## config.mk

```make
export PLATFORM = sky130hd
export DESIGN_NAME = led_pattern_sequencer
export DESIGN_NICKNAME = d
export VERILOG_FILES = /design/src/rtl/led_seq_pkg.sv /design/src/rtl/led_pattern_sequencer_step_prescaler.sv /design/src/rtl/led_pattern_sequencer.sv
export SDC_FILE = /design/constraint.sdc
export NUM_CORES = 1
export LEC_CHECK = 0
export CAP_MARGIN = 20
export CORE_UTILIZATION = 25
export CTS_CLUSTER_DIAMETER = 60
export DETAILED_ROUTE_END_ITERATION = 16
export SETUP_SLACK_MARGIN = 0.05
export SLEW_MARGIN = 15
export SYNTH_ARGS = -nofsm -noshare
export SYNTH_HDL_FRONTEND = slang
export SYNTH_SLANG_ARGS = --single-unit
export TNS_END_PERCENT = 20
```

## constraint.sdc

```tcl
create_clock -name clk -period 2.03 [get_ports clk]
set_input_delay 0.3045 -clock clk [delete_from_list [all_inputs] [get_ports clk]]
set_output_delay 0.3045 -clock clk [all_outputs]
set_load 0.01 [all_outputs]
```

## src/rtl/led_seq_pkg.sv

```systemverilog
// Shared encodings for the LED pattern sequencer: mode values, FSM states and per-mode seeds.
package led_seq_pkg;

    localparam logic [1:0] MODE_ROT_R  = 2'd0;
    localparam logic [1:0] MODE_ROT_L  = 2'd1;
    localparam logic [1:0] MODE_BOUNCE = 2'd2;
    localparam logic [1:0] MODE_FILL   = 2'd3;

    typedef enum logic [1:0] {
        StIdle,
        StRun,
        StPaused
    } state_e;

    localparam logic [15:0] SEED_ROT_R  = 16'h8000;
    localparam logic [15:0] SEED_ROT_L  = 16'h0001;
    localparam logic [15:0] SEED_BOUNCE = 16'h8000;
    localparam logic [15:0] SEED_FILL   = 16'h8000;

    function automatic logic [15:0] mode_seed(input logic [1:0] m);
        logic [15:0] s;
        unique case (m)
            MODE_ROT_R:  s = SEED_ROT_R;
            MODE_ROT_L:  s = SEED_ROT_L;
            MODE_BOUNCE: s = SEED_BOUNCE;
            MODE_FILL:   s = SEED_FILL;
        endcase
        return s;
    endfunction

endpackage

```

## src/rtl/led_pattern_sequencer_step_prescaler.sv

```systemverilog
// Step prescaler: counts 0..(BASE_COUNT >> speed)-1 while running and flags the wrap cycle.
module step_prescaler #(
    parameter int unsigned      CNT_W      = 26,
    parameter logic [CNT_W-1:0] BASE_COUNT = 26'h3FFFFFF
) (
    input  logic       clk,
    input  logic       rst,
    input  logic       run,
    input  logic       clear,
    input  logic [1:0] speed,
    output logic       tick
);

    localparam logic [CNT_W-1:0] CntOne = CNT_W'(1);

    logic [CNT_W-1:0] cnt_q, cnt_d;
    logic [CNT_W-1:0] period_m1;
    logic [1:0]       speed_q;
    logic             speed_chg;

    assign speed_chg = (speed != speed_q);
    assign period_m1 = (BASE_COUNT >> speed_q) - CntOne;

    // A speed change restarts the period and suppresses any tick due this cycle.
    assign tick = run && !clear && !speed_chg && (cnt_q == period_m1);

    always_comb begin
        cnt_d = cnt_q;
        if (clear || speed_chg) begin
            cnt_d = '0;
        end else if (run) begin
            cnt_d = tick ? '0 : cnt_q + CntOne;
        end
    end

    always_ff @(posedge clk or posedge rst) begin
        if (rst) begin
            cnt_q   <= '0;
            speed_q <= 2'd0;
        end else begin
            cnt_q   <= cnt_d;
            speed_q <= speed;
        end
    end

endmodule

```

## src/rtl/led_pattern_sequencer.sv

```systemverilog
// Sequences a 16-LED pattern (rotate right/left, bounce, fill bar) at a speed-selectable step rate.
module led_pattern_sequencer
    import led_seq_pkg::*;
#(
    parameter int unsigned      CNT_W      = 26,
    parameter logic [CNT_W-1:0] BASE_COUNT = 26'h3FFFFFF
) (
    input  logic        clk,
    input  logic        rst,
    input  logic        en,
    input  logic        pause,
    input  logic        mode_step,
    input  logic [1:0]  speed,
    output logic [15:0] dataOut,
    output logic [1:0]  mode,
    output logic        step_tick,
    output logic        running
);

    localparam logic DirRight = 1'b0;
    localparam logic DirLeft  = 1'b1;

    state_e      state_q, state_d;
    logic [15:0] data_q, data_d;
    logic [1:0]  mode_q, mode_d;
    logic        dir_q, dir_d;
    logic        tick_q;
    logic        run, clear, tick;

    // Counting also happens on the PAUSED->RUN edge so a resumed count picks up immediately.
    assign run   = en && !pause && (state_q != StIdle);
    assign clear = mode_step || !en || (state_q == StIdle);

    step_prescaler #(
        .CNT_W     (CNT_W),
        .BASE_COUNT(BASE_COUNT)
    ) u_prescaler (
        .clk  (clk),
        .rst  (rst),
        .run  (run),
        .clear(clear),
        .speed(speed),
        .tick (tick)
    );

    always_comb begin
        state_d = state_q;
        case (state_q)
            StIdle:   if (en) state_d = StRun;
            StRun: begin
                if (!en)        state_d = StIdle;
                else if (pause) state_d = StPaused;
            end
            StPaused: begin
                if (!en)         state_d = StIdle;
                else if (!pause) state_d = StRun;
            end
            default:  state_d = StIdle;
        endcase
    end

    always_comb begin
        data_d = data_q;
        mode_d = mode_q;
        dir_d  = dir_q;
        if (mode_step) begin
            mode_d = mode_q + 2'd1;
            data_d = mode_seed(mode_d);
            dir_d  = DirRight;
        end else if (!en) begin
            data_d = mode_seed(mode_q);
            dir_d  = DirRight;
        end else if (tick) begin
            unique case (mode_q)
                MODE_ROT_R:  data_d = {data_q[0], data_q[15:1]};
                MODE_ROT_L:  data_d = {data_q[14:0], data_q[15]};
                MODE_BOUNCE: begin
                    // Flip on arrival at an endpoint so each endpoint is shown exactly once.
                    if (dir_q == DirRight) begin
                        data_d = data_q >> 1;
                        if (data_d == 16'h0001) dir_d = DirLeft;
                    end else begin
                        data_d = data_q << 1;
                        if (data_d == 16'h8000) dir_d = DirRight;
                    end
                end
                MODE_FILL: begin
                    if (data_q == 16'hFFFF)      data_d = 16'h0000;
                    else if (data_q == 16'h0000) data_d = 16'h8000;
                    else                         data_d = {1'b1, data_q[15:1]};
                end
            endcase
        end
    end

    always_ff @(posedge clk or posedge rst) begin
        if (rst) begin
            state_q <= StIdle;
            data_q  <= SEED_ROT_R;
            mode_q  <= MODE_ROT_R;
            dir_q   <= DirRight;
            tick_q  <= 1'b0;
        end else begin
            state_q <= state_d;
            data_q  <= data_d;
            mode_q  <= mode_d;
            dir_q   <= dir_d;
            tick_q  <= tick;
        end
    end

    assign dataOut   = data_q;
    assign mode      = mode_q;
    assign step_tick = tick_q;
    assign running   = (state_q == StRun);

endmodule

```

Word-level counts from Yosys, hierarchy flattened
Index checks and enable logic that the tools add are counted.
- register bits: 50
- input bits: 7
- output and inout bits: 20
- word-level logic and storage cells: 76
- $add $sub $neg: 3
- eq/ne operators: 18
- shift operators: 1
- multiplexer cells: 25
- reductions and logical operators: 22
- operators by type and width (kind ; number):
    16-bit two-way mux ; 5
    26-bit two-way mux ; 3
    16-bit one-hot mux with 2 select lines ; 2
    16-bit one-hot mux with 4 select lines ; 1
    26-bit by 1-bit adder with 26-bit output, second input constant ; 1
    26-bit == test ; 1
    26-bit by 2-bit >> shifter with 26-bit output, first input constant ; 1
    26-bit by 1-bit subtractor with 26-bit output, second input constant ; 1
    16-bit == test, second input constant ; 1
    16-bit zero test ; 1
    15-bit by 1-bit == test with 1-bit output, second input constant ; 1
    15-bit == test, second input constant ; 1
    15-bit two-way mux ; 1
    2-bit == test, second input constant ; 5
    2-bit two-way mux ; 5
    1-bit two-way mux ; 7
    2-bit by 1-bit == test with 1-bit output, second input constant ; 3
    2-bit zero test ; 3
    3-bit by 1-bit inequality test with 1-bit output, second input constant ; 2
    3-bit inequality test, second input constant ; 2
    2-bit one-hot mux with 3 select lines ; 1
    3-bit OR reduction ; 2
    1-bit logical AND ; 5
    1-bit zero test ; 4
    other kinds (7) ; 10

Depth between registers and ports, before layout
- depth in word-level cells: 10
- gate-level depth with buffers: 10
- depth with buffers taken out: 7

Hierarchy
Synthesis repeated with hierarchy kept, for this count alone.
- cell total of the unflattened synthesis: 376
- area total of the unflattened synthesis: 3251.9 um^2
- by module, submodules not included (module ; times used ; cells each ; area each (um^2) ; seq. area each (um^2)):
    step_prescaler ; 1 ; 196 ; 1755.4 ; 700.7
    led_pattern_sequencer ; 1 ; 180 ; 1496.4 ; 551.8

Least setup slack after synthesis
No wires, ideal clock.
- kind: register to register
- start point: register data_q[15], in the netlist dataOut[15]
- end point: register data_q[1], in the netlist dataOut[1]
- library setup time: 0.130 ns
- arrival: 1.858 ns
- required time: 1.900 ns
- setup slack: 0.042 ns
- stages on the path, launching flop included: 7
- path buffers: 1
- period minus slack after synthesis: 1.988 ns
- cells stage by stage: dfstp_2 > nand4_1 > o41ai_1 > o21ai_0 > clkbuf_1 > a21oi_1 > o31ai_2
- cells in the longest elaborated chain, start to end: 7
- elaborated cells between the ends (all ways): 8
- RTL lines (what ; RTL line ; RTL):
    start: declaration ; led_pattern_sequencer.sv:24 ; logic [15:0] data_q, data_d;
    start signal: assignment ; led_pattern_sequencer.sv:105 ; data_q <= data_d;
    16-bit zero test ; led_pattern_sequencer.sv:89 ; else if (data_q == 16'h0000) data_d = 16'h8000;
    15-bit two-way mux ; led_pattern_sequencer.sv:89 ;
    16-bit two-way mux (*) ; led_pattern_sequencer.sv:88 ; if (data_q == 16'hFFFF) data_d = 16'h0000;
    16-bit one-hot mux with 4 select lines (*) ; led_pattern_sequencer.sv:74 ; unique case (mode_q)
    16-bit two-way mux (*) ; led_pattern_sequencer.sv:73 ; end else if (tick) begin
    16-bit two-way mux (*) ; led_pattern_sequencer.sv:70 ; end else if (!en) begin
    16-bit two-way mux (*) ; led_pattern_sequencer.sv:66 ; if (mode_step) begin
Every way passes the cells marked *; elsewhere a longest branch is shown, timed or not. The select of a mux whose other input is x is not followed.
A chain may end at the register's enable or synchronous reset.

Worst setup path after layout
- start point: register u_prescaler.cnt_q[10]
- end point: register u_prescaler.cnt_q[17]
- cells in the longest elaborated chain, start to end: 5
- elaborated cells between the ends (all ways): 6
- RTL lines (what ; RTL line ; RTL):
    start: declaration ; led_pattern_sequencer_step_prescaler.sv:16 ; logic [CNT_W-1:0] cnt_q, cnt_d;
    start signal: assignment ; led_pattern_sequencer_step_prescaler.sv:41 ; cnt_q <= cnt_d;
    parallel branches: the longest is 2 deep, another holds 26-bit by 1-bit adder with 26-bit output ; n/a ;
    26-bit two-way mux (*) ; led_pattern_sequencer_step_prescaler.sv:32 ; cnt_d = tick ? '0 : cnt_q + CntOne;
    26-bit two-way mux (*) ; led_pattern_sequencer_step_prescaler.sv:31 ; end else if (run) begin
    26-bit two-way mux (*) ; led_pattern_sequencer_step_prescaler.sv:29 ; if (clear || speed_chg) begin
Every way passes the cells marked *. The select of a mux whose other input is x is not followed.

==> impl_results.rst <==
.. list-table::
   :header-rows: 1

   * - Metric
     - Value
   * - Placer Congestion
     - roughly 0.79
   * - Total die area
     - 0.01275 sq mm
   * - Layout overhead on the synthesized area
     - 29.40%
   * - Reg-to-reg slack, setup
     - around 0.14 ns
   * - Clock input transition at the sequential cells of the worst setup and hold paths
     - roughly 0.070 ns
   * - Htree depth
     - 2
   * - Number of enable-type register cells in the synthesized netlist
     - 0
   * - Cell area after placement
     - 0.003811 sq mm
   * - Count of antenna-violating nets left after detailed routing
     - 0
   * - Total CTS buffers
     - 5
   * - Most frequent cells after synthesis
     - sky130_fd_sc_hd__dfrtp_1, sky130_fd_sc_hd__a21oi_1, sky130_fd_sc_hd__nand2_1
   * - RSZ-0062 raised after global routing
     - true
   * - Ordered cell list for the critical path
     - nand4_1, buf_4, or4b_1, nor3_2, xnor2_1, o21ai_1
   * - Worst vdd rail ir drop
     - 286.1 uV
   * - GR Util All Layers
     - 13.34%
   * - Sum of overflow across all layers after global routing
     - 0
   * - Type of the worst min-delay path
     - in2async
   * - Max-slew headroom
     - between 60% and 70%
   * - Starting density of the core
     - about 26%
   * - Pre-CTS WS
     - -0.1592 ns
   * - Per-instance average area after synthesis
     - 9.267 sq um
   * - Post-Layout Inst Area
     - approximately 0.0040 sq mm
   * - Synth Net Count
     - approximately 350
   * - Standard cell core area
     - 0.01201 sq mm
   * - Syn Std Cell Area
     - 0.003077 sq mm
   * - Kind of end point of the critical path
     - flop
   * - Setup Total Neg Slack
     - 0 ns
   * - Buffer depth of the longest clock path
     - 2
   * - Most frequent cell after synthesis
     - sky130_fd_sc_hd__dfrtp_1
   * - DRC violations left
     - 0
   * - Half-perimeter wire length after detailed placement
     - roughly 5700 microns
   * - Final net count
     - 407
   * - Result of the run
     - complete, no violations
   * - Actual transition at the worst max-transition pin
     - 0.5356 ns
   * - Delay of the slowest critical-path stage
     - around 0.6 ns
   * - Die width
     - about 110 microns
   * - Sequential cell fraction of total power
     - roughly 38%
   * - Switch share
     - between 30% and 40%
   * - # clock sinks
     - 50
   * - Final worst clock skew
     - 0.004824 ns
   * - Data arrival time of the critical path
     - slightly above 2 ns
   * - Number of hold buffers added after cts
     - 0
   * - TritonCTS clock tree
     - built
   * - Crit-path slowest cell
     - sky130_fd_sc_hd__or4b_1
   * - Setup violations, final
     - 0
   * - Pint
     - 0.001923 W
   * - Vias in the first global route
     - 2840
   * - Instance count of the mapped netlist
     - about 330
   * - 1st-iter DRT viols
     - ~150
   * - Clk Latency, worst-skew pair
     - about 0.29 ns
   * - Largest area contributor in the netlist
     - sky130_fd_sc_hd__dfrtp_1
   * - Floorplan die height
     - about 110 microns
   * - Max Fclk
     - 530.4 MHz
   * - Proportion of netlist area held by the largest area contributor
     - between 30% and 40%
   * - Final std cells w/o fill
     - 540
   * - Number of placement rows
     - 40
   * - Count of buffers from port buffering
     - 26
   * - Flip-flop cell with the highest count after synthesis
     - sky130_fd_sc_hd__dfrtp_1
   * - Net Switching
     - roughly 0.001 W
   * - Share of async-settable or async-resettable flops after synthesis
     - 100.0%
   * - Number of hold violations in the final report
     - 0
   * - Number of max-slew violations in the final report
     - 0
   * - Drt via density
     - around 5.3
   * - Sequential fraction of the synthesis area
     - a little over 40%
   * - Number of flip-flops and latches in the synthesized netlist
     - 50
   * - Number of vias in the routed layout
     - a little under 3000
   * - Global-route wire length before repair
     - between 10000 and 15000 microns
   * - Critical Path Fanout Max
     - 4
   * - Initial antenna violation count
     - 0
   * - Part of the total power dissipated in the clock network
     - 28.1%
   * - Cell area power density
     - approximately 730 mW/mm^2
   * - Synth area leaders
     - sky130_fd_sc_hd__dfrtp_1, sky130_fd_sc_hd__a21oi_1, sky130_fd_sc_hd__a31oi_1
   * - Routed WL
     - roughly 8100 microns
   * - Ratio of cells with drive above 1 in the final layout
     - 20.87%
   * - Final setup slack of the worst path
     - roughly 0.14 ns
   * - Final worst path period share
     - ~93%
   * - Sort of element at the start of the critical path
     - flop
   * - Cell at the root of the clock tree
     - sky130_fd_sc_hd__clkbuf_16
   * - Data required time of the critical path
     - 2.21 ns
   * - Fraction of power consumed by combinational cells
     - 34.3%
   * - Number of diodes added for antenna fixing
     - 0
   * - Length of the first detailed-routing pass in iterations
     - 4
   * - DP Cell Count
     - ~530
   * - Synth warnings
     - 0
   * - Number of max-cap violations
     - 0
   * - Num ports
     - 27
   * - Number of distinct standard cells referenced by the synthesized netlist
     - 49
   * - Final period demand of the worst path
     - roughly 1.9 ns
   * - Maximum number of pins on one net before global-route repair
     - 29
   * - Drt wl/cell
     - around 15 microns
   * - Static leakage power
     - between 1.5 and 2 nW
   * - Crit Path Class
     - reg2reg
-- power by group through the flow --
stage	logic (W)	registers [W]	clock network, W
2_1_floorplan	0.000542	0.00115	0
3_3_place_gp	0.000942	0.00111	0
3_5_place_dp	0.000965	0.00112	0
4_1_cts	0.000977	0.00110	0.000838
5_1_grt	0.00110	0.00111	0.000885
6_report	0.00100	0.00110	0.000819
-- layer usage --
| metal | global-route usage, % | part of all wire, % |
|---|---|---|
| met3 | 2.678 | 3.8 |
| met4 | 4.298 | 1.1 |
| met1 | 16.45 | 46 |
| met5 | 0 | 0 |
| met2 | 23.37 | 49 |
-- cell families (layout without fill, tap and decap cells) --
| family | after synthesis | in the layout | share of synthesized area [%] |
|---|---|---|---|
| AOI/OAI and AO/OA | 117 | 117 | 26.39 |
| xor gates and xnor gates | 14 | 14 | 3.985 |
| adders and majority gates | 7 | 7 | 2.847 |
| buffers and inverters | 32 | 93 | 5.164 |
| DFF | 50 | 50 | 40.71 |
| muxes | 2 | 2 | 0.6913 |
| and+or+nand+nor | 110 | 110 | 20.21 |
-- area by class of cell --
| class | count | area [sq um] |
|---|---|---|
| sequential | 50 | 1254 |
| fill | 1237 | 8030 |
| multi-input combinational | 250 | 1709 |
| timing repair buffer | 77 | 668.1 |
| tap | 147 | 183.9 |
| clock buffer | 7 | 132.6 |
| inverter | 9 | 33.78 |
-- what timing repair did --
action | CTS | global route
cloned | 0 | 0
resized for setup | 1 | 8
setup endpoints to repair | 14 | 32
hold endpoints to repair | 0 | 0
pin swaps | 0 | 2
buffers inserted | 0 | 0
-- placed cells by master (no fill, tap or decap), types with 2 or more instances in the layout --
cell type                         synthesis  routed
sky130_fd_sc_hd__or2_1                    2       2
sky130_fd_sc_hd__nand4_2                  2       2
sky130_fd_sc_hd__buf_4                    0      49
sky130_fd_sc_hd__and3_1                   5       5
sky130_fd_sc_hd__nand4_1                 13      13
sky130_fd_sc_hd__clkbuf_1                17       2
sky130_fd_sc_hd__nand2_1                 24      24
sky130_fd_sc_hd__clkdlybuf4s50_1          0      26
sky130_fd_sc_hd__nor2_1                  12      12
sky130_fd_sc_hd__o21ai_0                 16      16
sky130_fd_sc_hd__a21oi_1                 30      30
sky130_fd_sc_hd__nor2b_4                  1       2
sky130_fd_sc_hd__xnor2_1                  3       2
sky130_fd_sc_hd__nor2b_1                  4       3
sky130_fd_sc_hd__nor4_2                   1       2
sky130_fd_sc_hd__nand3_1                 19      19
sky130_fd_sc_hd__ha_1                     7       7
sky130_fd_sc_hd__a31oi_1                 21      21
sky130_fd_sc_hd__o31ai_2                 10      10
sky130_fd_sc_hd__o31ai_1                  5       5
sky130_fd_sc_hd__nor3_2                   0       2
sky130_fd_sc_hd__o21a_1                   4       4
sky130_fd_sc_hd__a21o_1                   2       2
sky130_fd_sc_hd__and2_1                   2       2
sky130_fd_sc_hd__xor2_1                  11      11
sky130_fd_sc_hd__inv_1                    9       8
sky130_fd_sc_hd__dfrtp_1                 49      48
sky130_fd_sc_hd__clkbuf_16                0       5
sky130_fd_sc_hd__a41oi_1                  3       3
sky130_fd_sc_hd__nand3b_1                 7       7
sky130_fd_sc_hd__buf_12                   0       2
sky130_fd_sc_hd__nor4_1                   5       4
sky130_fd_sc_hd__and4_1                   3       3
sky130_fd_sc_hd__nand2b_1                 2       2
sky130_fd_sc_hd__o22ai_1                  2       2
sky130_fd_sc_hd__o211ai_1                17      17
-- metrics by stage --
stage	total power, W	hold slack [ns]	util [%]
6_report	0.002917	0.3712	33.15
5_1_grt	0.003096	0.4108	33.15
3_3_place_gp	0.002056	0.4685	31.73
3_5_place_dp	0.002083	0.4788	31.73
4_1_cts	0.002914	0.3838	32.85
2_1_floorplan	0.001687	0.3359	-
-- sequential cells by signal, indices dropped and copies added, names as in the netlist --
name / count
dir_q: 1
state_q: 2
step_tick: 1
u_prescaler.speed_q: 2
u_prescaler.cnt_q: 26
mode: 2
dataOut: 16
-- worst paths after layout --
path	start	endpoint	cells after the start
min in group clk	u_prescaler.cnt_q[22]	u_prescaler.cnt_q[22]	1
worst min register to register	u_prescaler.cnt_q[22]	u_prescaler.cnt_q[22]	1
worst max-delay path	u_prescaler.cnt_q[10]	u_prescaler.cnt_q[17]	6
worst max register to register	u_prescaler.cnt_q[10]	u_prescaler.cnt_q[17]	6
worst min-delay path	rst	dataOut[9]	2
max in group asynchronous	rst	u_prescaler.cnt_q[1]	3
-- critical path, delay by kind of cell (launching register included) --
| kind | cells | cell delay, ns |
|---|---|---|
| AOI/OAI and AO/OA | 1 | 0.07 |
| DFF | 1 | 0.41 |
| and+or+nand+nor | 3 | 0.97 |
| buffers and inverters | 1 | 0.19 |
| xor gates and xnor gates | 1 | 0.14 |
Note: power is estimated with default switching activity, not from simulation.
==> edit 1 (same flow settings) <==
`CNT_W` is set to 26 in 2 places; all go to 30.
--- a/src/rtl/led_pattern_sequencer_step_prescaler.sv
+++ b/src/rtl/led_pattern_sequencer_step_prescaler.sv
@@ -1,5 +1,5 @@
 // Step prescaler: counts 0..(BASE_COUNT >> speed)-1 while running and flags the wrap cycle.
 module step_prescaler #(
-    parameter int unsigned      CNT_W      = 26,
+    parameter int unsigned      CNT_W      = 30,
     parameter logic [CNT_W-1:0] BASE_COUNT = 26'h3FFFFFF
 ) (
--- a/src/rtl/led_pattern_sequencer.sv
+++ b/src/rtl/led_pattern_sequencer.sv
@@ -3,5 +3,5 @@
     import led_seq_pkg::*;
 #(
-    parameter int unsigned      CNT_W      = 26,
+    parameter int unsigned      CNT_W      = 30,
     parameter logic [CNT_W-1:0] BASE_COUNT = 26'h3FFFFFF
 ) (
Behaviour: same outputs for any inputs over 10 cycles, from zero or initial values and one cycle with rst high; that may be too few to reach the edited logic, so the function may still have changed.
==> edit 1 against the unedited design <==
- the run now ends with negative setup slack left
- sequential cell count increased by 4
- power down 3.5%
- cell area increased by 14%
- wire length rose by 13%
- worst setup slack worse by 0.17 ns
- area after synthesis grew 6.7%
- sequential share of layout area is 1.5 points lower
- synthesized cell count up 6.9%
- critical path type unchanged
- largest power group unchanged
==> edit 1: results (changes against the unedited design) <==
INFO  metric run_status = complete, but fails checks (was complete, no violations)
INFO  metric drtIter0Drc = 227 (was 146)
INFO  metric post_synth_mux_area_share = 0.0518 (was 0.00691)
INFO  metric r2r-end = dataOut[2] (was u_prescaler.cnt_q[17])
INFO  metric grt_util_met3 = 0.0270 (was 0.0268)
INFO  metric non_clock_buffer_count = 97 (was 77)
INFO  metric max_slew_margin = 0.530 (was 0.642)
INFO  metric num-multi-input-gates = 269 (was 250)
INFO  metric dr_wl_met3 = 348 microns (was 312 microns)
INFO  metric worst_path_largest_cell_delay = 0.54 ns (was 0.60 ns)
INFO  metric ys_seq_area_frac = 0.412 (was 0.407)
INFO  metric number_of_flip_flops_in_the_largest_register = 30 (was 26)
INFO  metric synth_cell_type_count = 57 (was 49)
INFO  metric postLayoutSetupSlackWorst = -0.0294 ns (was 0.145 ns)
INFO  metric seq-cell-share = 0.300 (was 0.315)
INFO  metric synth.top_cells.by_count = 53 x dfrtp_1, 42 x nand2_1, 22 x nand3_1, 21 x nand4_1, 20 x a31oi_1 (was 49 x dfrtp_1, 30 x a21oi_1, 24 x nand2_1, 21 x a31oi_1, 19 x nand3_1)
INFO  metric setup.worst_path.start = u_prescaler.cnt_q[27] (was u_prescaler.cnt_q[10])
INFO  metric finalSetupViolCount = 17 (was 0)
INFO  metric multi_input_comb_area = 0.00184 sq mm (was 0.00171 sq mm)
INFO  metric ff2ff_path_depth = 7 (was 6)
INFO  metric drt_pre_antenna_iters = 5 (was 4)
INFO  metric failed_checks = negative setup slack
INFO  metric xor_and_xnor_area_share_after_synthesis = 0.0240 (was 0.0399)
INFO  metric design.seq.count = 54 (was 50)
INFO  metric avgRoutedWirePerCell = 15.0 microns (was 15.1 microns)
INFO  metric gpl.final_weighted_congestion = 0.890 (was 0.791)
==> edit 1: changes by cell type after synthesis, sizes merged, moves of 5 or more <==
| cell | change |
|---|---|
| o211ai | -16 |
| clkbuf | -5 |
| a21oi | -17 |
| a22o | +11 |
| o31ai | -14 |
| nor2 | +8 |
| nand4 | +8 |
| nand2 | +18 |
| mux2i | +16 |
| a22oi | +6 |
==> edit 1: repair_timing <==
action                                  in CTS  in global routing
pin swaps                                    7                  4
gates resized for setup                      3                  8
cloned                                       0                  2
buffers inserted                             4                  2
endpoints found under the setup margin      29                 42
endpoints found under the hold margin        0                  0
==> edit 1: stage by stage <==
stage	instances	instance area [sq um]	worst slack, ns	setup TNS, ns
2_1_floorplan	355	3290	0.0534	0
3_3_place_gp	596	4210	-0.0556	-0.751
3_5_place_dp	596	4210	-0.127	-2.20
4_1_cts	608	4410	-0.0508	-0.539
5_1_grt	612	4520	-0.123	-2.29
6_report	612	4520	-0.0294	-0.274
==> edit 2 (same settings) <==
Without the edit above. Put one more register stage on the output `dataOut`, cleared by the reset. The value now appears one clock later. The other outputs are not delayed to match.
--- a/src/rtl/led_pattern_sequencer.sv
+++ b/src/rtl/led_pattern_sequencer.sv
@@ -110,5 +110,11 @@
     end
 
-    assign dataOut   = data_q;
+    always_ff @(posedge clk or posedge rst) begin
+        if (rst) begin
+            dataOut <= '0;
+        end else begin
+            dataOut <= data_q;
+        end
+    end
     assign mode      = mode_q;
     assign step_tick = tick_q;
Behaviour: not the same (a bounded check fails within 4 cycles, from zero or initial values and one cycle with rst high).
==> edit 2 against the unedited design <==
- the flow now finishes with violations (negative setup slack)
- sequential power increased by 28%
- clock power increased by 110%
- cell area increased by 24%
- fmax decreased by 12%
- global-route usage increased by 0.11 points
- clock skew increased by 0.00091 ns
- area after synthesis increased by 12%
- power increased by 33%
- count of clock-buffer cells in the layout increased by 2
- die area increased by 11%
- wire length increased by 14%
- worst setup slack got worse by 0.26 ns
- sequential cell count increased by 16
- critical path type unchanged
- largest cell class unchanged
==> edit 2: results (changes against the unedited design) <==
INFO  metric inv_count = 12 (was 9)
INFO  metric globalRouteMet2Util = 0.211 (was 0.234)
INFO  metric xor_and_xnor_area_share_after_synthesis = 0.0128 (was 0.0399)
INFO  metric nonClkBufAreaFrac = 0.195 (was 0.168)
INFO  metric postLayoutSetupSlackWorst = -0.111 ns (was 0.145 ns)
INFO  metric postSynthAreaPerCell = 9.75 sq um (was 9.27 sq um)
INFO  metric non_clock_buffer_count = 106 (was 77)
INFO  metric dp_cells = 608 (was 533)
INFO  metric failed_checks = negative setup slack
INFO  metric max-vdd-ir-drop = 0.355 mV (was 0.286 mV)
INFO  metric worst_path_largest_cell_delay = 0.53 ns (was 0.60 ns)
INFO  metric worst_ep_arrival_time = 2.36 ns (was 2.07 ns)
INFO  metric finalSetupViolCount = 35 (was 0)
INFO  metric post_synth_mux_area_share = 0.0587 (was 0.00691)
INFO  metric gpl.final_weighted_congestion = 0.835 (was 0.791)
INFO  metric power_sequential = 1.41 mW (was 1.10 mW)
INFO  metric detailedPlace.worstSlack = -0.217 ns (was -0.159 ns)
INFO  metric hpwlAfterDp = 6030 microns (was 5670 microns)
INFO  metric synth_net_count = 366 (was 346)
INFO  metric viasPerCell = 5.05 (was 5.34)
INFO  metric htree_num_levels = 3 (was 2)
INFO  metric met2_wirelength = 4270 microns (was 3970 microns)
INFO  metric ys_seq_area_frac = 0.482 (was 0.407)
INFO  metric run_status = complete, but fails checks (was complete, no violations)
INFO  metric synth_cell_type_count = 50 (was 49)
INFO  metric dr_wl_met3 = 420 microns (was 312 microns)
INFO  metric yosys.area_share.adder = 0.0255 (was 0.0285)
INFO  metric synth.top_cells.by_count = 65 x dfrtp_1, 50 x nand2_1, 26 x nand3_1, 23 x nand4_1, 20 x nor2_1 (was 49 x dfrtp_1, 30 x a21oi_1, 24 x nand2_1, 21 x a31oi_1, 19 x nand3_1)
==> edit 2: cell types whose count changed after synthesis, moves of 13 or more <==
| cell | change |
|---|---|
| mux2i_1 | +18 |
| dfrtp_1 | +16 |
| a31oi_1 | -14 |
| nand2_1 | +26 |
| a21oi_1 | -18 |
| o211ai_1 | -13 |
==> edit 2: final timing paths <==
| kind | startpoint | to | slack, ns |
|---|---|---|---|
| hold / removal | rst | dataOut[0] | 0.37 |
| setup reg to reg | u_prescaler.cnt_q[14] | u_prescaler.cnt_q[25] | -0.11 |
| hold reg to reg | data_q[10] | dataOut[10] | 0.50 |
| setup / recovery | u_prescaler.cnt_q[14] | u_prescaler.cnt_q[25] | -0.11 |
| min in group clk | speed[0] | u_prescaler.speed_q[0] | 0.48 |
| max in group asynchronous | rst | data_q[15] | 1.35 |
==> edit 2: what timing repair did <==
action / in CTS / in global routing
hold endpoints to repair: 0 / 0
resized for setup: 5 / 21
pin swaps: 0 / 10
setup endpoints to repair: 43 / 43
gates cloned: 1 / 1
buffers inserted: 6 / 1
